`config.mk`:
```
export PLATFORM = sky130hd
export DESIGN_NAME = abs_diff_err_monitor
export DESIGN_NICKNAME = d
export VERILOG_FILES = /design/src/rtl/abs_diff_err_monitor.sv
export SDC_FILE = /design/constraint.sdc
export NUM_CORES = 1
export LEC_CHECK = 0
export CAP_MARGIN = 20
export CORE_ASPECT_RATIO = 1.4
export CORE_MARGIN = 1.5
export CORE_UTILIZATION = 48
export DETAILED_ROUTE_END_ITERATION = 10
export GPL_TIMING_DRIVEN = 0
export PLACE_DENSITY_LB_ADDON = 0.08
export SYNTH_ARGS = -nofsm -noshare
export SYNTH_HDL_FRONTEND = slang
export SYNTH_SLANG_ARGS = --single-unit
```
`constraint.sdc`:
```
create_clock -name clk -period 3.6 [get_ports clk]
set_input_delay 0.54 -clock clk [delete_from_list [all_inputs] [get_ports clk]]
set_output_delay 0.54 -clock clk [all_outputs]
set_load 0.01 [all_outputs]
```
`src/rtl/abs_diff_err_monitor.sv`:
```
// Sweeps every input vector through an approximate abs_diff DUT, compares each result
// against the exact |a-b| and accumulates error statistics against threshold ET.
module abs_diff_err_monitor #(
  parameter int IN_W   = 4,
  parameter int OUT_W  = 3,
  parameter int ET     = 2,
  parameter int SETTLE = 1
) (
  input  logic                  clk,
  input  logic                  rst_n,
  input  logic                  start,
  output logic [IN_W-1:0]       dut_in,
  input  logic [OUT_W-1:0]      dut_out,
  output logic                  busy,
  output logic                  done,
  output logic                  pass,
  output logic [OUT_W-1:0]      max_err,
  output logic [IN_W:0]         err_count,
  output logic [IN_W:0]         viol_count,
  output logic [OUT_W+IN_W-1:0] sum_err,
  output logic                  first_viol_valid,
  output logic [IN_W-1:0]       first_viol_vec
);
  localparam int HW = IN_W / 2;
  localparam int CW = (SETTLE > 1) ? $clog2(SETTLE) : 1;
  localparam logic [IN_W:0]  LAST_VEC = (IN_W+1)'((1 << IN_W) - 1);
  localparam logic [OUT_W:0] ET_V     = (OUT_W+1)'(ET);

  typedef enum logic [2:0] {IDLE, DRIVE, WAIT, SAMPLE, DONE} state_t;

  state_t                  state_q, state_d;
  logic [IN_W:0]           vec_q, vec_d;
  logic [CW-1:0]           wcnt_q, wcnt_d;
  logic [IN_W-1:0]         dut_in_q, dut_in_d;
  logic                    pass_q, pass_d;
  logic [OUT_W-1:0]        max_err_q, max_err_d;
  logic [IN_W:0]           err_count_q, err_count_d;
  logic [IN_W:0]           viol_count_q, viol_count_d;
  logic [OUT_W+IN_W-1:0]   sum_err_q, sum_err_d;
  logic                    fv_valid_q, fv_valid_d;
  logic [IN_W-1:0]         fv_vec_q, fv_vec_d;

  // Error of the vector currently on dut_in; only consumed in SAMPLE.
  logic [HW-1:0]           op_a, op_b, exact;
  logic [OUT_W-1:0]        exact_ext, err;
  logic signed [OUT_W:0]   diff, diff_abs;
  logic                    is_err, is_viol;

  always_comb begin
    op_a      = dut_in_q[HW-1:0];
    op_b      = dut_in_q[IN_W-1:HW];
    exact     = (op_a >= op_b) ? (op_a - op_b) : (op_b - op_a);
    exact_ext = OUT_W'(exact);
    diff      = $signed({1'b0, dut_out}) - $signed({1'b0, exact_ext});
    diff_abs  = diff[OUT_W] ? -diff : diff;
    err       = diff_abs[OUT_W-1:0];
    is_err    = (err != '0);
    is_viol   = ({1'b0, err} > ET_V);
  end

  always_comb begin
    state_d      = state_q;
    vec_d        = vec_q;
    wcnt_d       = wcnt_q;
    dut_in_d     = dut_in_q;
    pass_d       = pass_q;
    max_err_d    = max_err_q;
    err_count_d  = err_count_q;
    viol_count_d = viol_count_q;
    sum_err_d    = sum_err_q;
    fv_valid_d   = fv_valid_q;
    fv_vec_d     = fv_vec_q;
    case (state_q)
      IDLE: begin
        if (start) begin
          vec_d        = '0;
          pass_d       = 1'b0;
          max_err_d    = '0;
          err_count_d  = '0;
          viol_count_d = '0;
          sum_err_d    = '0;
          fv_valid_d   = 1'b0;
          fv_vec_d     = '0;
          state_d      = DRIVE;
        end
      end
      DRIVE: begin
        dut_in_d = vec_q[IN_W-1:0];
        wcnt_d   = '0;
        state_d  = (SETTLE == 0) ? SAMPLE : WAIT;
      end
      WAIT: begin
        if (wcnt_q == CW'(SETTLE - 1)) state_d = SAMPLE;
        else                           wcnt_d  = wcnt_q + 1'b1;
      end
      SAMPLE: begin
        if (err > max_err_q) max_err_d = err;
        sum_err_d    = sum_err_q + (OUT_W+IN_W)'(err);
        err_count_d  = err_count_q + (IN_W+1)'(is_err);
        viol_count_d = viol_count_q + (IN_W+1)'(is_viol);
        if (is_viol && !fv_valid_q) begin
          fv_valid_d = 1'b1;
          fv_vec_d   = vec_q[IN_W-1:0];
        end
        if (vec_q == LAST_VEC) begin
          // Verdict uses this sample's violation update so it is valid with done.
          pass_d  = (viol_count_d == '0);
          state_d = DONE;
        end else begin
          vec_d   = vec_q + 1'b1;
          state_d = DRIVE;
        end
      end
      DONE:    state_d = IDLE;
      default: state_d = IDLE;
    endcase
  end

  always_ff @(posedge clk or negedge rst_n) begin
    if (!rst_n) begin
      state_q      <= IDLE;
      vec_q        <= '0;
      wcnt_q       <= '0;
      dut_in_q     <= '0;
      pass_q       <= 1'b0;
      max_err_q    <= '0;
      err_count_q  <= '0;
      viol_count_q <= '0;
      sum_err_q    <= '0;
      fv_valid_q   <= 1'b0;
      fv_vec_q     <= '0;
    end else begin
      state_q      <= state_d;
      vec_q        <= vec_d;
      wcnt_q       <= wcnt_d;
      dut_in_q     <= dut_in_d;
      pass_q       <= pass_d;
      max_err_q    <= max_err_d;
      err_count_q  <= err_count_d;
      viol_count_q <= viol_count_d;
      sum_err_q    <= sum_err_d;
      fv_valid_q   <= fv_valid_d;
      fv_vec_q     <= fv_vec_d;
    end
  end

  assign dut_in           = dut_in_q;
  assign busy             = (state_q == DRIVE) || (state_q == WAIT) || (state_q == SAMPLE);
  assign done             = (state_q == DONE);
  assign pass             = pass_q;
  assign max_err          = max_err_q;
  assign err_count        = err_count_q;
  assign viol_count       = viol_count_q;
  assign sum_err          = sum_err_q;
  assign first_viol_valid = fv_valid_q;
  assign first_viol_vec   = fv_vec_q;
endmodule

```
==> impl_metrics.ini, run 1 <==
[sta]
setup_viol = 0
rsz0062_at_grt = yes
holdWs_ps = 351
worst_pin_slew_ps = 846
post-route-period-util_pct = 99.7
fin_worst_skew_ps = 4.61
period_minus_slack_ps = 3590
maxSlewViolCount = 0
slew_headroom_pct = 43.6
hold_viol_final = 0
setup_ws_ps = 11.5
max_freq_ghz = 0.279

[critical_path]
cp_top_family = adder cells
endpoint_kind = flip-flop
cpMaxStageDelayCell = fa_2
cp.required_ps = 3820
critPathBufInv = 3
slowest_delay_ps = 450
worstPathArrival_ps = 3800
start_kind = flip-flop
path_cells = ha_4 > fa_1 > a31oi_1 > a21o_1 > buf_6 > fa_2 > nand2_2 > nand3_4 > xor2_4 > buf_6 > ha_4 > a21o_1 > a41oi_2 > a311oi_2 > buf_4 > mux2i_1
path_max_fanout = 3
ff2ff_setup_slack_ps = 10
crit_type = reg -> reg

[placed_design]
place_ws_ps = -309
gp_congestion = 0.789
hpwl_um = 3600
io_buffers = 37
dp.cells = 339

[cts]
cts_max_level = 2
clkLatencyLatePin_ps = 290
clockRootBuffer = clkbuf_8
cts_tree = done
cts.sinks = 38
clkTransAtPathRegs_ps = 70
clockBufferDepth = 2
cts_made_buffers = 5

[routing]
vias = 1969
drt-total-wl_um = 5550
drt-wirelength-per-cell_um = 15.3
vias_per_cell = 5.42
dr.pass1.iters = 4
first_iter_violations = 89
route.met3.wl_um = 262
wl_met1_um = 2400
wl_met2_um = 2810
antenna_left = 0
top_layer_used = met4
route.detailed.drc = 0

[yosys]
yosysSeqAreaShare_pct = 41.8
netlist_instances = 240
ys_ff_latch = 38
synthesis.area_sq_um = 2280
avgSynthCellArea_sq_um = 9.48
synth_ff_type = dfrtp_1
synthesis.nets = 264
yosysUniqueCellTypes = 43
yosys_warnings = 0
synth_edf_count = 0
synth-async-reset-ratio_pct = 100

[floorplanning]
row_count = 29
die_width_um = 61.2
initial_core_util_pct = 50.2
dieArea_sq_um = 5170
core_area_sq_um = 4540
ios = 38
die_h_um = 84.5

[global_route]
grt_pass1_vias = 1979
grt_pass1_wl_um = 9400
antenna_found_initial = 0
gr-total-overflow = 0
grt_max_degree = 39
grt_use_total_pct = 24.1

[cells_and_area]
drive_gt1_share_pct = 18.9
most-common-layout-cells = 38 x dfrtp_1, 36 x clkdlybuf4s50_1, 35 x nand2_1
nNetsFinal = 325
antenna_cells = 0
final_common_cell = dfrtp_1
final_cells = 363
area_growth_pct = 36.2

[outcome]
status = finished clean

[min_path]
hold_path.class = in -> async

[run]
maxCapViolations = 0
==> final cells by class <==
cell class	count	area [sq um]
well taps	62	77.6
clock inverters	2	10.0
multi-input cells	180	1410
clock buffers	5	68.8
inverters	14	52.6
repair buffers	54	500
fillers	386	1440
plain buffers	8	33.8
flip-flops and latches	38	951
==> Yosys cell counts (3+ instances only) <==
library cell | number | area share [%]
nor2b_1 | 3 | 0.82
nor3b_1 | 3 | 0.99
nand3_1 | 14 | 3.1
a21oi_1 | 3 | 0.66
and3_1 | 4 | 1.1
o211ai_1 | 4 | 1.3
mux2i_1 | 9 | 4.0
ha_1 | 16 | 8.8
inv_1 | 14 | 2.3
nand2_1 | 37 | 6.1
a22o_1 | 7 | 2.7
o21ai_0 | 18 | 4.0
nand4_1 | 3 | 0.82
nor2_1 | 14 | 2.3
buf_2 | 3 | 0.66
nor3_1 | 4 | 0.88
dfrtp_1 | 38 | 42
nand3b_1 | 3 | 0.99
xnor2_1 | 6 | 2.3
xor2_1 | 4 | 1.5
clkbuf_1 | 5 | 0.82
==> path summary, 6_finish.rpt <==
check,from,end,cells past startpoint
max,dut_in[2],max_err[1],16
min,rst_n,err_count[3],1
max reg2reg,dut_in[2],max_err[1],16
min reg2reg,err_count[4],err_count[4],1
max in group asynchronous,rst_n,max_err[2],1
min in group clk,err_count[4],err_count[4],1
==> registers in the layout, summed over array words and instances, names as in the netlist <==
register / cells
max_err: 3
first_viol_valid: 1
vec_q: 5
err_count: 5
sum_err: 7
viol_count: 5
dut_in: 4
pass: 1
first_viol_vec: 4
state_q: 3
==> worst reg2reg max path: stages, from the launching register on <==
cell and delay, ps:
dfrtp_1 420, ha_4 170, fa_1 430, a31oi_1 160, a21o_1 160, buf_6 120, fa_2 450, nand2_2 100
nand3_4 100, xor2_4 190, buf_6 140, ha_4 270, a21o_1 130, a41oi_2 40, a311oi_2 270, buf_4 190
mux2i_1 180
==> metrics by stage <==
| stage | setup TNS, ps | utilization, % | cell area (sq um) |
|---|---|---|---|
| floorplan | 0 | - | 2280 |
| global route | -833 | 68.4 | 3100 |
| CTS | 0 | 66.7 | 3030 |
| finish | 0 | 68.4 | 3100 |
| global placement | -647 | 60.1 | 2720 |
| detailed placement | -1240 | 59.9 | 2720 |
==> per-layer routing <==
layer | vias to the layer above | GRT usage [%]
met1 | 940 | 32.0
li1 | 970 | -
met2 | 52 | 39.1
met3 | 7 | 4.16
met4 | 0 | 7.51
met5 | - | 0
==> kinds of logic (layout without fill, tap and decap cells) <==
| group | count (synthesis) | in the layout | synth area share, % |
|---|---|---|---|
| AOI/OAI and AO/OA | 50 | 50 | 16.5 |
| DFF | 38 | 38 | 41.8 |
| buffers and inverters | 22 | 83 | 3.79 |
| xor gates and xnor gates | 10 | 10 | 3.85 |
| muxes | 9 | 9 | 3.96 |
| adders and majority gates | 18 | 18 | 10.6 |
| and+or+nand+nor | 93 | 93 | 19.5 |
==> repair_timing <==
action / 4_1_cts / 5_1_grt
gates resized for setup: 24 / 10
pin swaps: 10 / 7
hold buffers: 0 / 0
buffers inserted: 13 / 4
cloned: 0 / 0
endpoints found under the setup margin: 8 / 10
Power of run 1 is left out: the tool's default activity adds up to more than one toggle a clock period on the data nets, which glitch-free logic cannot reach.
==> inputs of run 2 (changes only) <==
- ABC_AREA: unset -> 1
==> run 2 against run 1 <==
Against the previous run:
- via count shrank 3.4%
- flip-flop and latch count is the same
- first-iteration DRC count shrank 7.9%
- register-to-register slack gained 60 ps
- synthesized area shrank 1.8%
- wire length shrank 10%
- critical path depth grew 1
- non-clock buffer count shrank 12
- cell count grew 5.0%
- sequential share of layout area grew 1.4 points
- core utilization shrank 2.5 points
==> impl_metrics.ini, run 2 <==
[yosys]
synth-async-reset-ratio_pct = 100
yosysMostFrequentCell = nand2_1
yosys_warnings = 0
synth_edf_count = 0
ys_ff_latch = 38
avgSynthCellArea_sq_um = 8.41
synthesis.area_sq_um = 2240
netlist_instances = 266
synthTopCellsByArea = dfrtp_1 43%, ha_1 9.0%, nand2_1 8.6%
yosysUniqueCellTypes = 37
yosysTopAreaCellShare_pct = 42.5
yosysSeqAreaShare_pct = 42.5
synthesis.nets = 290
synth_largest_area_cell = dfrtp_1
yosys-top-cells-count = 51 x nand2_1, 46 x inv_1, 38 x dfrtp_1, 22 x nand3_1, 19 x nor2_1
synth_ff_type = dfrtp_1

[cts]
clkLatencyLatePin_ps = 290
clkTransAtPathRegs_ps = 80
cts_tree = done
clockBufferDepth = 2
clockRootBuffer = clkbuf_8
cts_made_buffers = 5
cts.sinks = 38
cts_max_level = 2

[placed_design]
io_buffers = 37
dp.cells = 365
hpwl_um = 3530
gp_congestion = 0.757

[power]
pwr_density_cell_nw_per_um2 = 1110
p_leak_uw = 0.00140
vdd_ir_drop_max_v = 0.000513

[critical_path]
r2r_start = dut_in[0]
reg2reg_depth = 17
endpoint_kind = flip-flop
cpMaxStageDelayCell = fa_2
worstPathArrival_ps = 3720
cp-endpoint = pass
slowest_delay_ps = 630
start_kind = flip-flop
reg2reg_to = pass
crit_type = reg -> reg
cp.required_ps = 3790
ff2ff_setup_slack_ps = 70
path_cells = inv_1 > ha_2 > fa_2 > inv_2 > o21ai_2 > inv_2 > fa_2 > nand2_4 > nand2_4 > xor2_4 > buf_6 > o21ai_4 > ha_4 > ha_4 > xnor2_4 > nand3_2 > o41ai_2
crit_path_start = dut_in[0]
path_max_fanout = 4

[floorplanning]
ios = 38
die_width_um = 60.7
initial_core_util_pct = 49.7
core_area_sq_um = 4500
row_count = 29
die_h_um = 83.8
dieArea_sq_um = 5080

[global_route]
grt_use_total_pct = 21.3
antenna_found_initial = 0
grt_max_degree = 39
gr-max-usage-layer = met2
use_met2_pct = 35.7
grt_use_met3_pct = 4.65
grt_pass1_wl_um = 8200
grt_pass1_vias = 1871
grt_use_met1_pct = 25.5
gr-total-overflow = 0

[sta]
slew_headroom_pct = 43.0
rsz0062_at_grt = yes
fin_worst_skew_ps = 7.81
max_freq_ghz = 0.284
holdWs_ps = 355
maxSlewViolCount = 0
worst_pin_slew_ps = 855
setup_viol = 0
period_minus_slack_ps = 3530
post-route-period-util_pct = 98.0
hold_viol_final = 0

[cells_and_area]
drive_gt1_share_pct = 17.9
largest_register_ff_count = 7
final_common_cell = nand2_1
final_cells = 381
most-common-layout-cells = 48 x nand2_1, 43 x inv_1, 38 x dfrtp_1
antenna_cells = 0
area_growth_pct = 32.5
nNetsFinal = 343
nFillCells = 410

[routing]
drt-wirelength-per-cell_um = 13.1
antenna_left = 0
drt-total-wl_um = 4980
vias_per_cell = 4.99
dr.pass1.iters = 4
vias = 1903
first_iter_violations = 82
route.detailed.drc = 0

[run]
maxCapViolations = 0

[outcome]
status = finished clean

[min_path]
hold_path.class = in -> async
run 2: cells by family (layout without fill, tap and decap cells):
| logic type | after synthesis | count (layout) | share of synthesized area, % |
|---|---|---|---|
| flip-flops | 38 | 38 | 42.5 |
| AND/OR/NAND/NOR | 109 | 109 | 22.6 |
| adder cells (fa/ha/maj) | 18 | 18 | 10.7 |
| AO/OA/AOI/OAI | 41 | 41 | 11.7 |
| XOR/XNOR | 6 | 6 | 3.02 |
| buffers and inverters | 54 | 107 | 9.40 |
run 2: final cells by class:
| type | count | area, sq um | share of cell area, % |
|---|---|---|---|
| Sequential cell | 38 | 951 | 32.1 |
| Multi-Input combinational cell | 174 | 1210 | 40.8 |
| Timing Repair Buffer | 46 | 437 | 14.7 |
| Inverter | 50 | 188 | 6.33 |
| Buffer | 4 | 22.5 | 0.760 |
| Clock inverter | 1 | 7.51 | 0.253 |
| Tap cell | 62 | 77.6 | 2.62 |
| Clock buffer | 6 | 72.6 | 2.45 |
run 2: worst min path at each step:
stage	start	endpoint	slack, ps
2_1_floorplan	rst_n	dut_in[0]	240
3_3_place_gp	first_viol_vec[2]	first_viol_vec[2]	490
3_5_place_dp	first_viol_vec[2]	first_viol_vec[2]	510
4_1_cts	rst_n	sum_err[6]	380
5_1_grt	rst_n	sum_err[6]	430
6_report	rst_n	sum_err[6]	350
run 2: where the power goes:
group	total [uW]	leakage, uW	switching (uW)	internal, uW
Sequential	731	0.000501	145	587
Clock	285	0.0000373	152	133
Combinational	2280	0.000861	1270	1010
Total	3300	0.00140	1560	1730
run 2: what timing repair did:
item                                   CTS  global route
pin swaps                                0            10
hold buffers                             0             0
endpoints found under the hold margin    0             0
buffers inserted                         2             7
setup endpoints to repair                5            10
gates resized for setup                  2            29
run 2: critical path: cells and delay by family (launching register included):
family                     cells  cell delay, ps
DFF                            1             350
AOI/OAI and AO/OA              3             470
and+or+nand+nor                3             270
buffers and inverters          4             270
adders and majority gates      5            1690
xor gates and xnor gates       2             350
run 2: layer usage:
layer	share of wire, %	up-vias	routed length (um)
li1	-	956	-
met1	42	915	2100
met2	54	25	2670
met3	2.3	7	112
met4	1.7	0	86
met5	0	-	0
run 2: metrics by stage:
step | cell area, sq um | total power, uW | util [%] | setup WS (ps) | setup TNS [ps]
after floorplan | 2240 | 2020 | - | 146 | 0
after global placement | 2680 | 2550 | 59.6 | -88.4 | -88.4
after detailed placement | 2680 | 2580 | 59.5 | -86.5 | -137
after CTS | 2780 | 2920 | 61.8 | 20.5 | 0
after global routing | 2960 | 3630 | 65.9 | -57.9 | -59.8
final | 2960 | 3300 | 65.9 | 73.8 | 0
(Power assumes the default switching activity.)
